===== src/rtl/serial_subtractor_pkg.sv =====
// Shared definitions for the bit-serial subtractor: FSM state encoding and default operand width.
package serial_subtractor_pkg;

    typedef enum logic [1:0] {
        IDLE = 2'd0,
        RUN  = 2'd1,
        DONE = 2'd2
    } state_t;

    localparam int DEFAULT_WIDTH = 8;

endpackage


===== src/rtl/full_subtractor.sv =====
// One-bit full subtractor: d = x - y - bin, bout is the borrow out of this bit.
module full_subtractor (
    input  logic x,
    input  logic y,
    input  logic bin,
    output logic d,
    output logic bout
);

    assign d    = x ^ y ^ bin;
    assign bout = (~x & y) | (~(x ^ y) & bin);

endmodule


===== src/rtl/serial_subtractor.sv =====
// Bit-serial unsigned subtractor: one bit pair per clock, LSB first, result latched with a done pulse.
module serial_subtractor
    import serial_subtractor_pkg::*;
#(
    parameter int WIDTH = DEFAULT_WIDTH
) (
    input  logic             clk,
    input  logic             rst_n,
    input  logic             start,
    input  logic [WIDTH-1:0] a,
    input  logic [WIDTH-1:0] b,
    output logic             busy,
    output logic             done,
    output logic [WIDTH-1:0] diff,
    output logic             borrow,
    output logic             zero
);

    localparam int CW = $clog2(WIDTH + 1);

    state_t           state_reg;
    logic [WIDTH-1:0] a_reg;
    logic [WIDTH-1:0] b_reg;
    logic [WIDTH-1:0] res_reg;
    logic             bin_reg;
    logic [CW-1:0]    cnt_reg;
    logic             d_bit;
    logic             bout_bit;

    full_subtractor u_fs (
        .x    (a_reg[0]),
        .y    (b_reg[0]),
        .bin  (bin_reg),
        .d    (d_bit),
        .bout (bout_bit)
    );

    always_ff @(posedge clk) begin
        if (!rst_n) begin
            state_reg <= IDLE;
            a_reg     <= '0;
            b_reg     <= '0;
            res_reg   <= '0;
            bin_reg   <= 1'b0;
            cnt_reg   <= '0;
            busy      <= 1'b0;
            done      <= 1'b0;
            diff      <= '0;
            borrow    <= 1'b0;
            zero      <= 1'b0;
        end else begin
            case (state_reg)
                IDLE: begin
                    done <= 1'b0;
                    if (start) begin
                        a_reg     <= a;
                        b_reg     <= b;
                        bin_reg   <= 1'b0;
                        cnt_reg   <= '0;
                        busy      <= 1'b1;
                        state_reg <= RUN;
                    end
                end
                RUN: begin
                    if (cnt_reg != CW'(WIDTH)) begin
                        res_reg <= {d_bit, res_reg[WIDTH-1:1]};
                        a_reg   <= {1'b0, a_reg[WIDTH-1:1]};
                        b_reg   <= {1'b0, b_reg[WIDTH-1:1]};
                        bin_reg <= bout_bit;
                        cnt_reg <= cnt_reg + CW'(1);
                    end else begin
                        // All bits processed: publish the result on this extra edge.
                        diff      <= res_reg;
                        borrow    <= bin_reg;
                        zero      <= (res_reg == '0);
                        done      <= 1'b1;
                        state_reg <= DONE;
                    end
                end
                DONE: begin
                    done      <= 1'b0;
                    busy      <= 1'b0;
                    state_reg <= IDLE;
                end
                default: begin
                    done      <= 1'b0;
                    busy      <= 1'b0;
                    state_reg <= IDLE;
                end
            endcase
        end
    end

endmodule


===== config.mk =====
export PLATFORM = sky130hd
export DESIGN_NAME = serial_subtractor
export DESIGN_NICKNAME = d
export VERILOG_FILES = /design/src/rtl/serial_subtractor_pkg.sv /design/src/rtl/full_subtractor.sv /design/src/rtl/serial_subtractor.sv
export SDC_FILE = /design/constraint.sdc
export NUM_CORES = 1
export LEC_CHECK = 0
export CELL_PAD_IN_SITES_DETAIL_PLACEMENT = 0
export CELL_PAD_IN_SITES_GLOBAL_PLACEMENT = 2
export CORE_UTILIZATION = 34
export CTS_CLUSTER_DIAMETER = 30
export DETAILED_ROUTE_END_ITERATION = 8
export GPL_ROUTABILITY_DRIVEN = 0
export HOLD_SLACK_MARGIN = 0.03
export PLACE_DENSITY_LB_ADDON = 0.1
export SLEW_MARGIN = 20
export SYNTH_ARGS = -nofsm -noshare
export SYNTH_HDL_FRONTEND = slang
export SYNTH_HIERARCHICAL = 1
export SYNTH_SLANG_ARGS = --single-unit
export TNS_END_PERCENT = 20

===== constraint.sdc =====
create_clock -name clk -period 2.2 [get_ports clk]
set_input_delay 0.33 -clock clk [delete_from_list [all_inputs] [get_ports clk]]
set_output_delay 0.33 -clock clk [all_outputs]
set_load 0.05 [all_outputs]

Word level (Yosys, flattened, before mapping). Index checks and enable logic that the tools add are counted.

Add/sub/neg operators: 1. Equality and inequality tests: 5. Muxes and demuxes: 17. Bitwise operators: 9. Reduce and logical (&&, ||, !) cells: 9.

Operators by type and width (count): $mux W8 (4); $pmux W8 S2 (2); $reduce_and A2 Y1 (5); $logic_not A8 Y1 (1); $mux W4 (2); $pmux W4 S2 (1); $ne A2 B2 Y1 const B (3); $add A4 B1 Y4 const B (1); $mux W2 (2); $ne A4 B4 Y1 const B (1); $not A1 Y1 (4); $pmux W1 S2 (2); $pmux W2 S2 (1); $mux W1 (3); $reduce_and A3 Y1 (1); $and A1 B1 Y1 (2); $eq A2 B1 Y1 const B (1); $logic_not A2 Y1 (1); $reduce_bool A2 Y1 (1); $xor A1 B1 Y1 (2); $or A1 B1 Y1 (1).

Register bits after elaboration: 43. Input port bits: 19. Output and inout port bits: 12. Logic and storage cells: 52.

Depth between registers and ports, before layout.
Depth in word-level cells: 6. Depth in mapped cells: 7. Gate-level depth less buffers: 5.

Modules after synthesis. The synthesis kept the hierarchy.

Modules (own cells, without submodules): serial_subtractor (instances 1, cells each 222, area an instance 1894.3 µm², seq. area each 860.8 µm²); full_subtractor (instances 1, cells each 4, area an instance 31.3 µm², seq. area each 0.0 µm²).

Least setup slack after synthesis. No wires, ideal clock.

Kind: register -> register. Start point: register cnt_reg[0]. End point: register a_reg[0]. Library setup time: 0.142 ns. Arrival time: 1.377 ns. Required time: 2.058 ns. Slack: 0.681 ns. Stages on the path, launching flop included: 8. Buffers on the path: 2. Clock period less this slack: 1.519 ns. Path through: dfxtp_1 > inv_1 > ha_1 > and4b_1 > buf_4 > nor2_4 > buf_4 > a311oi_2.

Cells in the longest elaborated chain, start to end: 3.

Ends and longest elaborated chain: start: declaration (line serial_subtractor.sv:26) `logic [CW-1:0] cnt_reg;`; start signal: assignment (line serial_subtractor.sv:70) `cnt_reg <= cnt_reg + CW'(1);`; $ne A4 B4 Y1 (line serial_subtractor.sv:65) `if (cnt_reg != CW'(WIDTH)) begin`; $ne A2 B2 Y1 (no line); $reduce_and A3 Y1 (no line); end signal: assignment (line serial_subtractor.sv:67) `a_reg <= {1'b0, a_reg[WIDTH-1:1]};`; end: declaration (line serial_subtractor.sv:22) `logic [WIDTH-1:0] a_reg;`.

No other way between the ends. A chain may end at the register's enable or synchronous reset.

Worst setup path after layout.
Start point: register cnt_reg[0]. End point: register b_reg[4].

Cells in the longest elaborated chain, start to end: 3.

Ends and longest elaborated chain: $ne A4 B4 Y1 (line serial_subtractor.sv:65); $ne A2 B2 Y1 (no line); $reduce_and A3 Y1 (no line); end signal: assignment (line serial_subtractor.sv:68) `b_reg <= {1'b0, b_reg[WIDTH-1:1]};`; end: declaration (line serial_subtractor.sv:23) `logic [WIDTH-1:0] b_reg;`.

No other way between the ends.

==> metrics.md <==
| Metric | Value |
|---|---|
| Area Overhead vs Synth | `22.5%` |
| R2R Setup Slk | `0.29 ns` |
| Endpoints failing hold | `0` |
| FF-to-FF Start | `cnt_reg[0]` |
| Cell chain of the critical path | `inv_1 -> ha_1 -> nand4b_1 -> a21oi_1 -> a311oi_2` |
| Initial DRC Count | `96` |
| Max Clk Rate | `0.523 GHz` |
| Clk buf depth | `2` |
| Cts-stage hold buffer count | `0` |
| Yosys warning total | `6` |
| Detail Placement HPWL | `2810 um` |
| Avg Vias per Cell | `~5.4` |
| Die area | `0.00597 mm^2` |
| CTS buffer count | `5` |
| Area of the multi-input gates | `slightly above 900 um^2` |
| WP depth | `5` |
| WP data arrival | `2.06 ns` |
| Final core occ | `43.1%` |
| CTS H-tree lvls | `2` |
| Critical path type | `register to register` |
| Leakage | `0.791 nW` |
| Post-synthesis xor/xnor area fraction | `0%` |
| Pin count of the biggest net entering global routing | `42` |
| Simple-gate share of the synthesized area | `around a fifth` |
| Core Area | `0.00547 mm^2` |
| Residual DRC | `0` |
| Antenna viol nets, final | `0` |
| CTS root buf | `clkbuf_8` |
| Post-Synthesis Cells | `226` |
| CP Capture Type | `register` |
| Distinct cell type count after synthesis | `29` |
| First-pass GRT wire length | `7710 um` |
| Final instance area | `0.00236 mm^2` |
| Worst Setup SP | `cnt_reg[0]` |
| Dpl cell area | `0.00226 mm^2` |
| Max Slew Vio Count | `0` |
| Reg clk slew, reported paths | `around 0.080 ns` |
| Gr usage total | `16.1%` |
| Synth Area in Compound Gates | `a little over a quarter` |
| Initial core utilization | `a little over a third` |
| Syn Std Cell Area | `0.00193 mm^2` |
| Final Critical Period | `1.91 ns` |
| Unrepaired setup endpoints after global routing | `false` |
| Crit start category | `register` |
| CP max FO | `18` |
| Peak VDD IR | `approximately 0.28 mV` |
| Crit share post-route | `87.0%` |
| PortBufs | `30` |
| Initial antenna violation count | `0` |
| CTS tree | `yes` |
| Slowest cell on crit path | `nand4b_1` |
| I/O pin count | `31` |
| Dpl ws | `0.304 ns` |
| Synth top area share | `44.7%` |
| Post-layout net count | `270` |
| Worst Reg-to-Reg Cells | `5` |
| Post-CTS Resized | `0` |
| Largest family of logic cells by synthesized area | `compound AO/OA/AOI/OAI gates` |
| DRT Wirelength | `around 4600 um` |
| WP data required | `between 2 and 2.5 ns` |
| Max-Cap Viols | `0` |
| Average cell area after synthesis | `around 8.5 um^2` |
| Power Density | `667 mW/mm^2` |
| Final WS setup | `0.287 ns` |
| WP buf/inv | `1` |
| Slew HR | `46.7%` |
| Layout filler cell count | `~570` |
| Main area contributors after synthesis | `dfxtp_1 (45%), a21oi_1 (9.9%), a311oi_2 (7.8%), o21ai_0 (6.2%), nand2_1 (5.8%)` |
| Hold crit path type | `register to register` |
| Worst setup path end | `b_reg[4]` |
| DRT Pass-1 Iters | `4` |
| Synth Area in Adders | `2.34%` |
| Layout cells sized above 1 | `10.4%` |
| Reg area | `~860 um^2` |
| R2r endpoint | `b_reg[4]` |
| Remaining Overflow, GRT | `0` |
| Die Height | `around 77 um` |
| N_diodes | `0` |
| Mux cell area share after synthesis | `0%` |
| Slowest cell delay on critical path | `0.65 ns` |
| Worst clock skew | `approximately 0.004 ns` |
| Critical path's top delay family | `simple AND/OR/NAND/NOR gates` |
| Sequential share of the synthesized area | `between 40% and 50%` |
| Number of global-route vias before repair | `1,638` |
| Clock latency on the worst-skew pair | `0.29 ns` |
| Final Setup Violations | `0` |
| Synthesized flop and latch total | `43` |
| Slew @ Worst Pin | `0.796 ns` |
| Post-CTS setup repair buffer count | `0` |
| Setup TNS | `0 ns` |
| Status | `finished clean` |
| Avg WL per Cell | `14.2 um` |
| CTS sink count | `43` |
| Syn nets | `around 250` |
| Total number of vias | `approximately 1,700` |
| Chip width | `77.3 um` |
| Row cnt | `27` |
| Post-synth top area cell | `dfxtp_1` |
[cells by family (layout without fill, tap and decap cells)]
logic type | Yosys count | count (layout)
fa+ha+maj | 3 | 3
flops | 43 | 43
buf+inv | 28 | 51
simple gates | 72 | 72
compound gates | 80 | 80
[synthesized netlist by cell type]
cell	count
dfxtp_1	43
a21oi_1	38
nand2_1	30
o21ai_0	24
nand3_1	20
a311oi_2	10
buf_2	9
clkbuf_1	7
inv_1	7
nand4_1	5
a311oi_1	4
buf_4	4
nor2_1	3
a31oi_1	2
ha_1	2
nand3b_1	2
nand4b_1	2
nor3_1	2
nor4_1	2
and3b_1	1
and4b_1	1
buf_1	1
fa_1	1
nand2b_1	1
nor2_4	1
nor2b_1	1
o21ba_1	1
o21bai_2	1
or3_1	1
[per-layer routing]
metal,vias up,share of wire (%),GRT usage (%)
met3,5,4.4,3.69
met2,41,44,25.8
met4,0,1.2,5.66
li1,857,-,-
met1,822,50,21.2
met5,-,0,0
[worst min-delay path by stage]
stage / start / endpoint / slack, ns / cells past startpoint
2_1_floorplan: state_reg[1] / busy / 0.44 / 1
3_3_place_gp: done / done / 0.46 / 2
3_5_place_dp: done / done / 0.47 / 2
4_1_cts: zero / zero / 0.48 / 2
5_1_grt: diff[6] / diff[6] / 0.51 / 2
6_report: done / done / 0.48 / 2
[through the flow]
step | total power, W | hold slack [ns] | std cells
floorplan | 0.000975 | 0.441 | 226
global placement | 0.00103 | 0.461 | 313
detailed placement | 0.00104 | 0.467 | 313
CTS | 0.00159 | 0.481 | 321
global route | 0.00164 | 0.509 | 321
finish | 0.00157 | 0.478 | 321
[report_power, final]
group	leakage (nW)	internal, W	total, W	switching [W]
registers	0.351	0.000810	0.000831	0.0000203
clock network	0.0515	0.000287	0.000552	0.000265
logic	0.389	0.0000832	0.000191	0.000107
total	0.791	0.00118	0.00157	0.000393
[cell type report]
class,count,share of cell area (%)
inverter,7,1.11
timing repair buffer,36,14.6
multi-input combinational,155,39.7
tap,72,3.82
clock buffer,8,4.24
sequential,43,36.5
[worst reg2reg max path: stages, from the launching register on]
cell      delay, ns
dfxtp_1        0.34
inv_1          0.09
ha_1           0.20
nand4b_1       0.65
a21oi_1        0.42
a311oi_2       0.07
[cell usage in the layout, fill, tap and decap left out, drive strengths merged]
master / count
dfxtp: 43
a21oi: 38
nand2: 30
clkdlybuf4s50: 30
o21ai: 24
nand3: 20
a311oi: 14
clkbuf: 8
inv: 7
buf: 6
nand4: 5
nor2: 4
nand4b: 2
nand3b: 2
nor3: 2
a31oi: 2
nor4: 2
ha: 2
and4b: 1
o21bai: 1
o21ba: 1
nor2b: 1
and3b: 1
nand2b: 1
or3: 1
fa: 1
No activity file was read; power rests on OpenSTA's default activity.
